===== config.mk =====
export PLATFORM = sky130hd
export DESIGN_NAME = rs_dispatch_stage
export DESIGN_NICKNAME = d
export VERILOG_FILES = /design/src/rtl/rs_dispatch_stage_pkg.sv /design/src/rtl/rs_dispatch_stage_phy_busy_table.sv /design/src/rtl/rs_dispatch_stage.sv
export SDC_FILE = /design/constraint.sdc
export NUM_CORES = 1
export LEC_CHECK = 0
export CORE_ASPECT_RATIO = 1.5
export CORE_MARGIN = 4
export CORE_UTILIZATION = 50
export DETAILED_ROUTE_END_ITERATION = 6
export GPL_TIMING_DRIVEN = 0
export PLACE_DENSITY = 0.76
export SLEW_MARGIN = 20
export SYNTH_ARGS = -nofsm -noshare
export SYNTH_HDL_FRONTEND = slang
export SYNTH_SLANG_ARGS = --single-unit
export TNS_END_PERCENT = 10

===== constraint.sdc =====
create_clock -name clk -period 5.91 [get_ports clk]
set_clock_uncertainty 0.15 [all_clocks]
set_input_delay 0.591 -clock clk [delete_from_list [all_inputs] [get_ports clk]]
set_output_delay 0.591 -clock clk [all_outputs]
set_load 0.02 [all_outputs]

===== src/rtl/rs_dispatch_stage_pkg.sv =====
// ----------------------------------------------------------------------------
// rs_dispatch_stage_pkg
//   Shared types for the reservation-station dispatch stage: the renamed
//   micro-op base record (RsBaseSt), the default option-code record, the
//   physical-register index width, and a writeback-match helper used both by
//   the busy table bypass and by the hold-stage wake-up.
//   `PHY_REG_NUM and `WB_WIDTH come from the scheduler configuration; the
//   defaults below apply when no configuration header has defined them.
// ----------------------------------------------------------------------------
`ifndef PHY_REG_NUM
`define PHY_REG_NUM 64
`endif
`ifndef WB_WIDTH
`define WB_WIDTH 2
`endif

package rs_dispatch_stage_pkg;

   localparam int RS_DISPATCH_PREG_W = $clog2(`PHY_REG_NUM);

   typedef logic [RS_DISPATCH_PREG_W-1:0] preg_t;

   typedef struct packed {
      logic        valid;
      logic        issued;
      logic [5:0]  uop;
      logic        psrc0_valid;
      preg_t       psrc0;
      logic        psrc0_ready;
      logic        psrc1_valid;
      preg_t       psrc1;
      logic        psrc1_ready;
      logic        pdest_valid;
      preg_t       pdest;
      logic [7:0]  rob_idx;
   } RsBaseSt;

   typedef struct packed {
      logic [3:0] fu_op;
      logic [1:0] size;
   } OptionCodeSt;

   // Hold-stage record for the default configuration (4 RSs, OptionCodeSt).
   // The stage itself re-declares it against its own type parameters.
   typedef struct packed {
      RsBaseSt     base;
      OptionCodeSt oc;
      logic [3:0]  sel;
   } RsDispatchHoldSt;

   // True when any valid writeback port carries physical register r.
   function automatic logic preg_hit(
      input logic [`WB_WIDTH-1:0]                         v,
      input logic [`WB_WIDTH-1:0][RS_DISPATCH_PREG_W-1:0] p,
      input preg_t                                        r
   );
      logic hit;
      hit = 1'b0;
      for (int j = 0; j < `WB_WIDTH; j++) begin
         if (v[j] && (p[j] == r)) hit = 1'b1;
      end
      return hit;
   endfunction

endpackage


===== src/rtl/rs_dispatch_stage_phy_busy_table.sv =====
// ----------------------------------------------------------------------------
// phy_busy_table
//   One busy bit per physical register. A dispatched producer sets its pdest
//   busy; writeback ports clear it. Two combinational read ports report
//   "ready" and include same-cycle writeback bypass.
//
// Ports
//   clk, rst_n        clock, asynchronous active-low reset
//   flush_i           clear the whole table to ready next cycle
//   set_valid_i       mark set_preg_i busy (set wins over a same-cycle clear)
//   set_preg_i        register to mark busy
//   wb_valid_i        per-port writeback valid
//   wb_preg_i         per-port writeback register
//   rd_preg0/1_i      read addresses
//   rd_ready0/1_o     register is not busy, is p0, or is being written back now
// ----------------------------------------------------------------------------
module phy_busy_table
   import rs_dispatch_stage_pkg::*;
(
   input  logic                                         clk,
   input  logic                                         rst_n,
   input  logic                                         flush_i,
   input  logic                                         set_valid_i,
   input  preg_t                                        set_preg_i,
   input  logic [`WB_WIDTH-1:0]                         wb_valid_i,
   input  logic [`WB_WIDTH-1:0][RS_DISPATCH_PREG_W-1:0] wb_preg_i,
   input  preg_t                                        rd_preg0_i,
   input  preg_t                                        rd_preg1_i,
   output logic                                         rd_ready0_o,
   output logic                                         rd_ready1_o
);

   logic [`PHY_REG_NUM-1:0] busy_q;
   logic [`PHY_REG_NUM-1:0] busy_d;

   always_comb begin
      busy_d = busy_q;
      for (int j = 0; j < `WB_WIDTH; j++) begin
         if (wb_valid_i[j]) busy_d[wb_preg_i[j]] = 1'b0;
      end
      // Applied after the clears so a new producer of a register that is
      // being written back by its previous producer stays busy.
      if (set_valid_i && (set_preg_i != '0)) busy_d[set_preg_i] = 1'b1;
      busy_d[0] = 1'b0;
      if (flush_i) busy_d = '0;
   end

   always_ff @(posedge clk or negedge rst_n) begin
      if (!rst_n) busy_q <= '0;
      else        busy_q <= busy_d;
   end

   assign rd_ready0_o = (rd_preg0_i == '0) | ~busy_q[rd_preg0_i]
                      | preg_hit(wb_valid_i, wb_preg_i, rd_preg0_i);
   assign rd_ready1_o = (rd_preg1_i == '0) | ~busy_q[rd_preg1_i]
                      | preg_hit(wb_valid_i, wb_preg_i, rd_preg1_i);

endmodule


===== src/rtl/rs_dispatch_stage.sv =====
// ----------------------------------------------------------------------------
// rs_dispatch_stage
//   Transmit side of the reservation-station dispatch interface. Accepts one
//   renamed micro-op per cycle into a single hold register, stamps source
//   readiness from the physical-register busy table (with writeback bypass),
//   and presents it to the one-hot selected RS. While the RS stalls, the held
//   entry keeps absorbing writeback wake-ups.
//
// Optional feature (macro RS_DISPATCH_STALL_CNT_EN):
//   adds stall_cnt_o, a saturating count of cycles holding a valid entry that
//   was not taken; reset to 0 and cleared by flush_i.
//
// Ports
//   clk, rst_n          clock, asynchronous active-low reset
//   flush_i             synchronous flush: drop held entry, clear busy table
//   in_valid_i/in_ready_o   rename-side handshake
//   rs_base_i           renamed base fields (valid/issued/psrc*_ready ignored)
//   option_code_i       forwarded option code
//   rs_sel_i            one-hot target RS
//   pdest_valid_i, pdest_i  destination register marked busy on accept
//   wb_pdest_valid_i, wb_pdest_i  writeback ports (wake-up and busy clear)
//   rs_wr_valid_o/rs_wr_ready_i   per-RS write handshake
//   rs_base_o, option_code_o      entry shared by all RS write ports
//   stall_cnt_o         (RS_DISPATCH_STALL_CNT_EN only) stall cycle count
// ----------------------------------------------------------------------------
module rs_dispatch_stage
   import rs_dispatch_stage_pkg::*;
#(
   parameter int  RS_NUM      = 4,
   parameter type OPTION_CODE = OptionCodeSt
)(
   input  logic                                         clk,
   input  logic                                         rst_n,
   input  logic                                         flush_i,
   input  logic                                         in_valid_i,
   output logic                                         in_ready_o,
   input  RsBaseSt                                      rs_base_i,
   input  OPTION_CODE                                   option_code_i,
   input  logic [RS_NUM-1:0]                            rs_sel_i,
   input  logic                                         pdest_valid_i,
   input  preg_t                                        pdest_i,
   input  logic [`WB_WIDTH-1:0]                         wb_pdest_valid_i,
   input  logic [`WB_WIDTH-1:0][RS_DISPATCH_PREG_W-1:0] wb_pdest_i,
   output logic [RS_NUM-1:0]                            rs_wr_valid_o,
   input  logic [RS_NUM-1:0]                            rs_wr_ready_i,
   output RsBaseSt                                      rs_base_o,
   output OPTION_CODE                                   option_code_o
`ifdef RS_DISPATCH_STALL_CNT_EN
   ,
   output logic [31:0]                                  stall_cnt_o
`endif
);

   typedef struct packed {
      RsBaseSt           base;
      OPTION_CODE        oc;
      logic [RS_NUM-1:0] sel;
   } hold_t;

   hold_t hold_q, hold_d;
   logic  out_valid_q, out_valid_d;
   logic  fire;
   logic  accept;
   logic  rd_ready0, rd_ready1;

   assign rs_wr_valid_o = out_valid_q ? hold_q.sel : '0;
   assign fire          = |(rs_wr_valid_o & rs_wr_ready_i);
   assign in_ready_o    = ~flush_i & (~out_valid_q | fire);
   assign accept        = in_valid_i & in_ready_o;

   assign rs_base_o     = hold_q.base;
   assign option_code_o = hold_q.oc;

   phy_busy_table u_busy (
      .clk         (clk),
      .rst_n       (rst_n),
      .flush_i     (flush_i),
      .set_valid_i (accept & pdest_valid_i),
      .set_preg_i  (pdest_i),
      .wb_valid_i  (wb_pdest_valid_i),
      .wb_preg_i   (wb_pdest_i),
      .rd_preg0_i  (rs_base_i.psrc0),
      .rd_preg1_i  (rs_base_i.psrc1),
      .rd_ready0_o (rd_ready0),
      .rd_ready1_o (rd_ready1)
   );

   // rename -> hold stage boundary
   always_comb begin
      hold_d      = hold_q;
      out_valid_d = out_valid_q;
      if (flush_i) begin
         out_valid_d = 1'b0;
      end else if (accept) begin
         hold_d.base             = rs_base_i;
         hold_d.base.valid       = 1'b1;
         hold_d.base.issued      = 1'b0;
         hold_d.base.psrc0_ready = ~rs_base_i.psrc0_valid | rd_ready0;
         hold_d.base.psrc1_ready = ~rs_base_i.psrc1_valid | rd_ready1;
         hold_d.oc               = option_code_i;
         hold_d.sel              = rs_sel_i;
         out_valid_d             = 1'b1;
      end else begin
         if (fire) out_valid_d = 1'b0;
         // Wake-up only ever sets ready bits; a held entry never loses one.
         if (preg_hit(wb_pdest_valid_i, wb_pdest_i, hold_q.base.psrc0))
            hold_d.base.psrc0_ready = 1'b1;
         if (preg_hit(wb_pdest_valid_i, wb_pdest_i, hold_q.base.psrc1))
            hold_d.base.psrc1_ready = 1'b1;
      end
   end

   always_ff @(posedge clk or negedge rst_n) begin
      if (!rst_n) begin
         hold_q      <= '0;
         out_valid_q <= 1'b0;
      end else begin
         hold_q      <= hold_d;
         out_valid_q <= out_valid_d;
      end
   end

`ifdef RS_DISPATCH_STALL_CNT_EN
   function automatic logic [31:0] sat_inc(input logic [31:0] v);
      return (v == 32'hFFFF_FFFF) ? v : v + 32'd1;
   endfunction

   logic [31:0] stall_cnt_q, stall_cnt_d;

   always_comb begin
      stall_cnt_d = stall_cnt_q;
      if (flush_i)                   stall_cnt_d = '0;
      else if (out_valid_q && !fire) stall_cnt_d = sat_inc(stall_cnt_q);
   end

   always_ff @(posedge clk or negedge rst_n) begin
      if (!rst_n) stall_cnt_q <= '0;
      else        stall_cnt_q <= stall_cnt_d;
   end

   assign stall_cnt_o = stall_cnt_q;
`endif

endmodule


# Word-level counts from Yosys, hierarchy flattened
# Index checks and enable logic that the tools add are counted.
# totals
mem_bits_rw	0
mem_count	0
ff_bits	113
rom_bits	0
input_bits	78
out_inout_bits	50
latch_bits	0
# op_classes
n_div	0
magnitude_cmp	8
multipliers	0
n_addsub	0
n_reduce_logical	22
n_eq_ne	8
bitwise	22
shifts	0
muxes	34
# op_table
op	count
two-way mux 64 bit	4
AND 64 bit	2
NOT 64 bit	2
OR 64 bit	1
equality test 6 bit	8
less-than comparator 6 x 7 -> 1 bit, second input constant	5
two-way mux 1 bit	24
demux 1 bit (select 6 bit)	3
greater-or-equal comparator 6 x 1 -> 1 bit, second input constant	3
binary-select mux 1 bit (select 6 bit)	2
logical AND 1 bit	12
logical NOT 6 bit	2
OR 1 bit	7
NOT 1 bit	6
AND reduction 2 bit	3
nonzero test 6 bit	1
AND 4 bit	1
two-way mux 4 bit	1
nonzero test 2 bit	2
OR reduction 4 bit	1
AND 1 bit	3
nonzero test 3 bit	1

# Longest topological paths before layout
# depth
ltp_word	12
ltp_mapped	8
ltp_nobuf	5

# Hierarchy
# From an unflattened synthesis, not the netlist that was laid out.
# unflattened
hier_cells	732
area_unflattened_um2	7517.2
# by_module_without_submodules
module	cells_per_inst	seq_area_each_um2	instances	area_per_inst_um2
phy_busy_table	532	1576.5	1	4958.5
rs_dispatch_stage	200	1226.2	1	2558.7

# Worst setup path after synthesis
# Ideal clock, no wire load.
# synth_timing
kind	input port to flip-flop
start	input port rs_base_i[24] (netlist name)
end	register hold_q (netlist bit rs_base_o[23])
path_buffers	2
setup_time_ps	66
cell_stages	6
t_arrival_ps	2186
required_time_ps	5694
setup_slack_ps	3508
path_cell_list	buf_6 -> buf_6 -> mux4_2 -> mux4_2 -> a211oi_1 -> o32a_1
# synth_via
elab_chain_len	7
# synth_rtl
item	line	source
start, declared	rs_dispatch_stage.sv:37	input RsBaseSt rs_base_i,
binary-select mux 1 bit (select 6 bit) or equality test 6 bit (tied branches)	rs_dispatch_stage_phy_busy_table.sv:53, rs_dispatch_stage_pkg.sv:60	
two-way mux 1 bit (implied by the code) or logical AND 1 bit (tied branches)	rs_dispatch_stage_phy_busy_table.sv:53, rs_dispatch_stage_pkg.sv:60	
NOT 1 bit or two-way mux 1 bit (tied branches)	rs_dispatch_stage_phy_busy_table.sv:53, rs_dispatch_stage_pkg.sv:60	
OR 1 bit or two-way mux 1 bit (tied branches)	rs_dispatch_stage_phy_busy_table.sv:53, rs_dispatch_stage_pkg.sv:60	
OR 1 bit *	rs_dispatch_stage_phy_busy_table.sv:54	| preg_hit(wb_valid_i, wb_preg_i, rd_preg0_i);
OR 1 bit *	rs_dispatch_stage.sv:98	hold_d.base.psrc0_ready = ~rs_base_i.psrc0_valid | rd_ready0;
two-way mux 1 bit *	rs_dispatch_stage.sv:94	end else if (accept) begin
end signal, assigned	rs_dispatch_stage.sv:118	hold_q <= hold_d;
end, declared	rs_dispatch_stage.sv:60	hold_t hold_q, hold_d;
# Every way passes the cells marked *; elsewhere a longest branch is shown, timed or not. The select of a mux whose other input is x is not followed.
# A chain may end at the register's enable or synchronous reset.

# Worst setup path after layout
# layout_timing
start	input port wb_pdest_i[4] (netlist name)
end	register u_busy.busy_q[23]
# layout_via
elab_chain_len	12
# layout_rtl
item	line	source
start, declared	rs_dispatch_stage.sv:43	input logic [`WB_WIDTH-1:0][RS_DISPATCH_PREG_W-1:0] wb_pdest_i,
less-than comparator 6 x 7 -> 1 bit (implied by the code) or greater-or-equal comparator 6 x 1 -> 1 bit (tied branches)	rs_dispatch_stage_phy_busy_table.sv:39	if (wb_valid_i[j]) busy_d[wb_preg_i[j]] = 1'b0;
logical AND 1 bit (implied by the code)	rs_dispatch_stage_phy_busy_table.sv:39	
two-way mux 1 bit (implied by the code)	rs_dispatch_stage_phy_busy_table.sv:39	
demux 1 bit (select 6 bit) *	-	
NOT 64 bit (no line) *	-	
AND 64 bit (no line) *	-	
two-way mux 64 bit *	rs_dispatch_stage_phy_busy_table.sv:39	
AND 64 bit (no line)	-	
two-way mux 64 bit *	rs_dispatch_stage_phy_busy_table.sv:39	
OR 64 bit (no line)	-	
two-way mux 64 bit *	rs_dispatch_stage_phy_busy_table.sv:43	if (set_valid_i && (set_preg_i != '0)) busy_d[set_preg_i] = 1'b1;
two-way mux 64 bit *	rs_dispatch_stage_phy_busy_table.sv:45	if (flush_i) busy_d = '0;
named net u_busy.busy_d[23]	rs_dispatch_stage_phy_busy_table.sv:34	logic [`PHY_REG_NUM-1:0] busy_d;
end signal, assigned	rs_dispatch_stage_phy_busy_table.sv:50	else busy_q <= busy_d;
end, declared	rs_dispatch_stage_phy_busy_table.sv:33	logic [`PHY_REG_NUM-1:0] busy_q;
# The timed path passes the listed nets; every way through them passes the cells marked *.

==> impl_metrics.json <==
{
  "synth_area_per_cell_um2": 10.2,
  "max_slew_margin_pct": 22.6,
  "die_w_um": 107,
  "path_clk_slew_ns": 0.07,
  "globalRouteTotalUtil_pct": 30.0,
  "grt_setup_unrepaired": "false",
  "synth_nets": 797,
  "p_leak_uw": 0.00349,
  "ios": 128,
  "rr_startpoint": "out_valid_q",
  "cts-root-buf": "clkbuf_16",
  "p_per_area_nw_per_um2": 235,
  "worst_pin_slew_ns": 1.16,
  "first_pass_iters": 7,
  "timing.fmax_mhz": 318,
  "wl_per_cell_um": 24.2,
  "finalMaxSlewViolations": 0,
  "critPathKind": "input pin to register",
  "syn_area_um2": 7330,
  "antenna_left": 0,
  "dp_cells": 1017,
  "grt_pass1_wl_mm": 37.8,
  "async_reset_ff_share_pct": 100,
  "synth.distinct_cells": 53,
  "drtIter0Drc": 728,
  "overflow": 0,
  "numPortBuffers": 104,
  "area_growth_syn_to_layout_pct": 21.9,
  "drc": 0,
  "yosysSeqAreaShare_pct": 38.2,
  "worstSetupEndpointType": "register",
  "synth_flop_cell": "dfrtp_1",
  "setup-tns-final_ns": 0,
  "cts_tree": "built",
  "cts_sinks": 112,
  "numCtsBuffers": 9,
  "intPower_uw": 1460,
  "combPwrFrac_pct": 29.6,
  "ir_drop_uv": 190,
  "routabilityCongestion": 1.00,
  "antenna_found_initial": 0,
  "final_cell_mix": "dfrtp_1, clkdlybuf4s50_1, a22oi_1",
  "die_area_um2": 16700,
  "synthCells": 719,
  "final_common_cell": "dfrtp_1",
  "reg2reg_slack_ns": 3.24,
  "yosys_register_bits": 112,
  "fin_crit_sh_pct": 53.3,
  "critPathLaunch": "wb_pdest_i[4]",
  "yosysWarnings": 0,
  "cts_hold_buf": 0,
  "die_h_um": 156,
  "drive_gt1_share_pct": 19.9,
  "finalSetupViolCount": 0,
  "fin_crit_ns": 3.15,
  "initial_utilization_pct": 51.7,
  "vias": 6627,
  "final_cells": 1032,
  "crit_path_start_kind": "input pin",
  "cp.required_ns": 5.99,
  "r2r_cells": 6,
  "worstSkewPairLatency_ns": 0.36,
  "post-cts-setup-buffers": 0,
  "totalWireLength_mm": 25.0,
  "place_area_um2": 8660,
  "critical_path_arrival_ns": 3.23,
  "power_frac_clock_pct": 28.4,
  "row_count": 53,
  "diodes": 0,
  "dp_hpwl_mm": 18.4,
  "post_cts_resized": 0,
  "p_seq_share_pct": 42.1,
  "r2r-end": "u_busy.busy_q[24]",
  "whs_ns": 0.0151,
  "grt_max_degree": 64,
  "clk_path_buf_depth": 2,
  "fin_area_um2": 8940,
  "power_uw": 2100,
  "worst-path-max-fanout": 10,
  "cts_max_level": 3,
  "worstHoldPathType": "input pin to async pin",
  "core_um2": 14200,
  "nNetsFinal": 914,
  "status": "finished clean",
  "vias_per_cell": 6.42,
  "finalHoldViolations": 0,
  "switching_share_pct": 30.4,
  "grt_pass1_vias": 6900,
  "cap_violations": 0,
  "power_switching_uw": 639,
  "synth_edf_count": 0
}
-- synth_stat cells, drive strengths merged, types with 8 or more instances --
| cell type | number | area share, % |
|---|---|---|
| nand2b | 19 | 1.6 |
| inv | 15 | 0.77 |
| mux2 | 51 | 7.8 |
| nor4 | 10 | 0.94 |
| nor2 | 75 | 3.8 |
| dfrtp | 112 | 38 |
| xor2 | 24 | 2.9 |
| nor3b | 13 | 1.3 |
| nor3 | 14 | 1.2 |
| mux4 | 26 | 8.0 |
| a21oi | 11 | 0.75 |
| clkbuf | 29 | 1.5 |
| nand4 | 8 | 0.68 |
| a22oi | 98 | 10 |
| mux2i | 13 | 1.8 |
| buf | 70 | 6.7 |
| xnor2 | 24 | 2.9 |
| nand2 | 32 | 1.6 |
-- area by class of cell --
class | count | area, µm²
Buffer | 99 | 601
Clock buffer | 11 | 253
Clock inverter | 4 | 28.8
Fill cell | 1231 | 5250
Inverter | 15 | 56.3
Multi-Input combinational cell | 493 | 3880
Sequential cell | 112 | 2800
Tap cell | 192 | 240
Timing Repair Buffer | 106 | 1080
-- metal layers --
layer	global-route usage, %	part of all wire (%)	routed length (µm)	vias up
met5	0	0	0	-
met4	20.7	6.8	1710	0
met3	6.93	8.9	2220	126
met2	51.0	49	12300	419
met1	33.2	35	8740	3238
li1	-	-	-	2844
-- through the flow --
stage / worst slack (ns) / utilization [%]
5_1_grt: 2.69 / 63.0
2_1_floorplan: 3.51 / -
3_5_place_dp: 2.46 / 61.0
6_report: 2.76 / 63.0
4_1_cts: 2.86 / 63.0
3_3_place_gp: -0.197 / 60.7
-- worst max-delay path by stage --
stage,depth (start not counted),end
6_report,7,u_busy.busy_q[23]
5_1_grt,7,u_busy.busy_q[23]
4_1_cts,7,u_busy.busy_q[23]
3_5_place_dp,7,u_busy.busy_q[23]
3_3_place_gp,1,rs_base_o[9]
2_1_floorplan,6,rs_base_o[23]
-- logic make-up after synthesis --
group	synth area share [%]
compound gates	14.6
xor+xnor	5.73
buf+inv	8.96
flops	38.2
mux	17.6
other cells	0.0512
simple gates	14.7
-- power by group through the flow --
stage	clock network, µW	logic [µW]	registers, µW
3_3_place_gp	0	604	894
6_report	596	622	884
2_1_floorplan	0	375	881
3_5_place_dp	0	621	899
5_1_grt	642	660	891
4_1_cts	604	623	884
-- state kept, by name (all words and copies together), names as in the netlist --
signal	count
u_busy.busy_q	63
hold_q	4
out_valid_q	1
option_code_o	6
rs_base_o	38
-- worst max-delay path: stages --
cell and delay (ns):
clkdlybuf4s50_1 0.52, clkbuf_1 0.56, inv_1 0.25, nor3_1 0.83
a22oi_1 0.17, a22oi_1 0.23, nor2_1 0.07
Note: power is estimated with default switching activity, not from simulation.
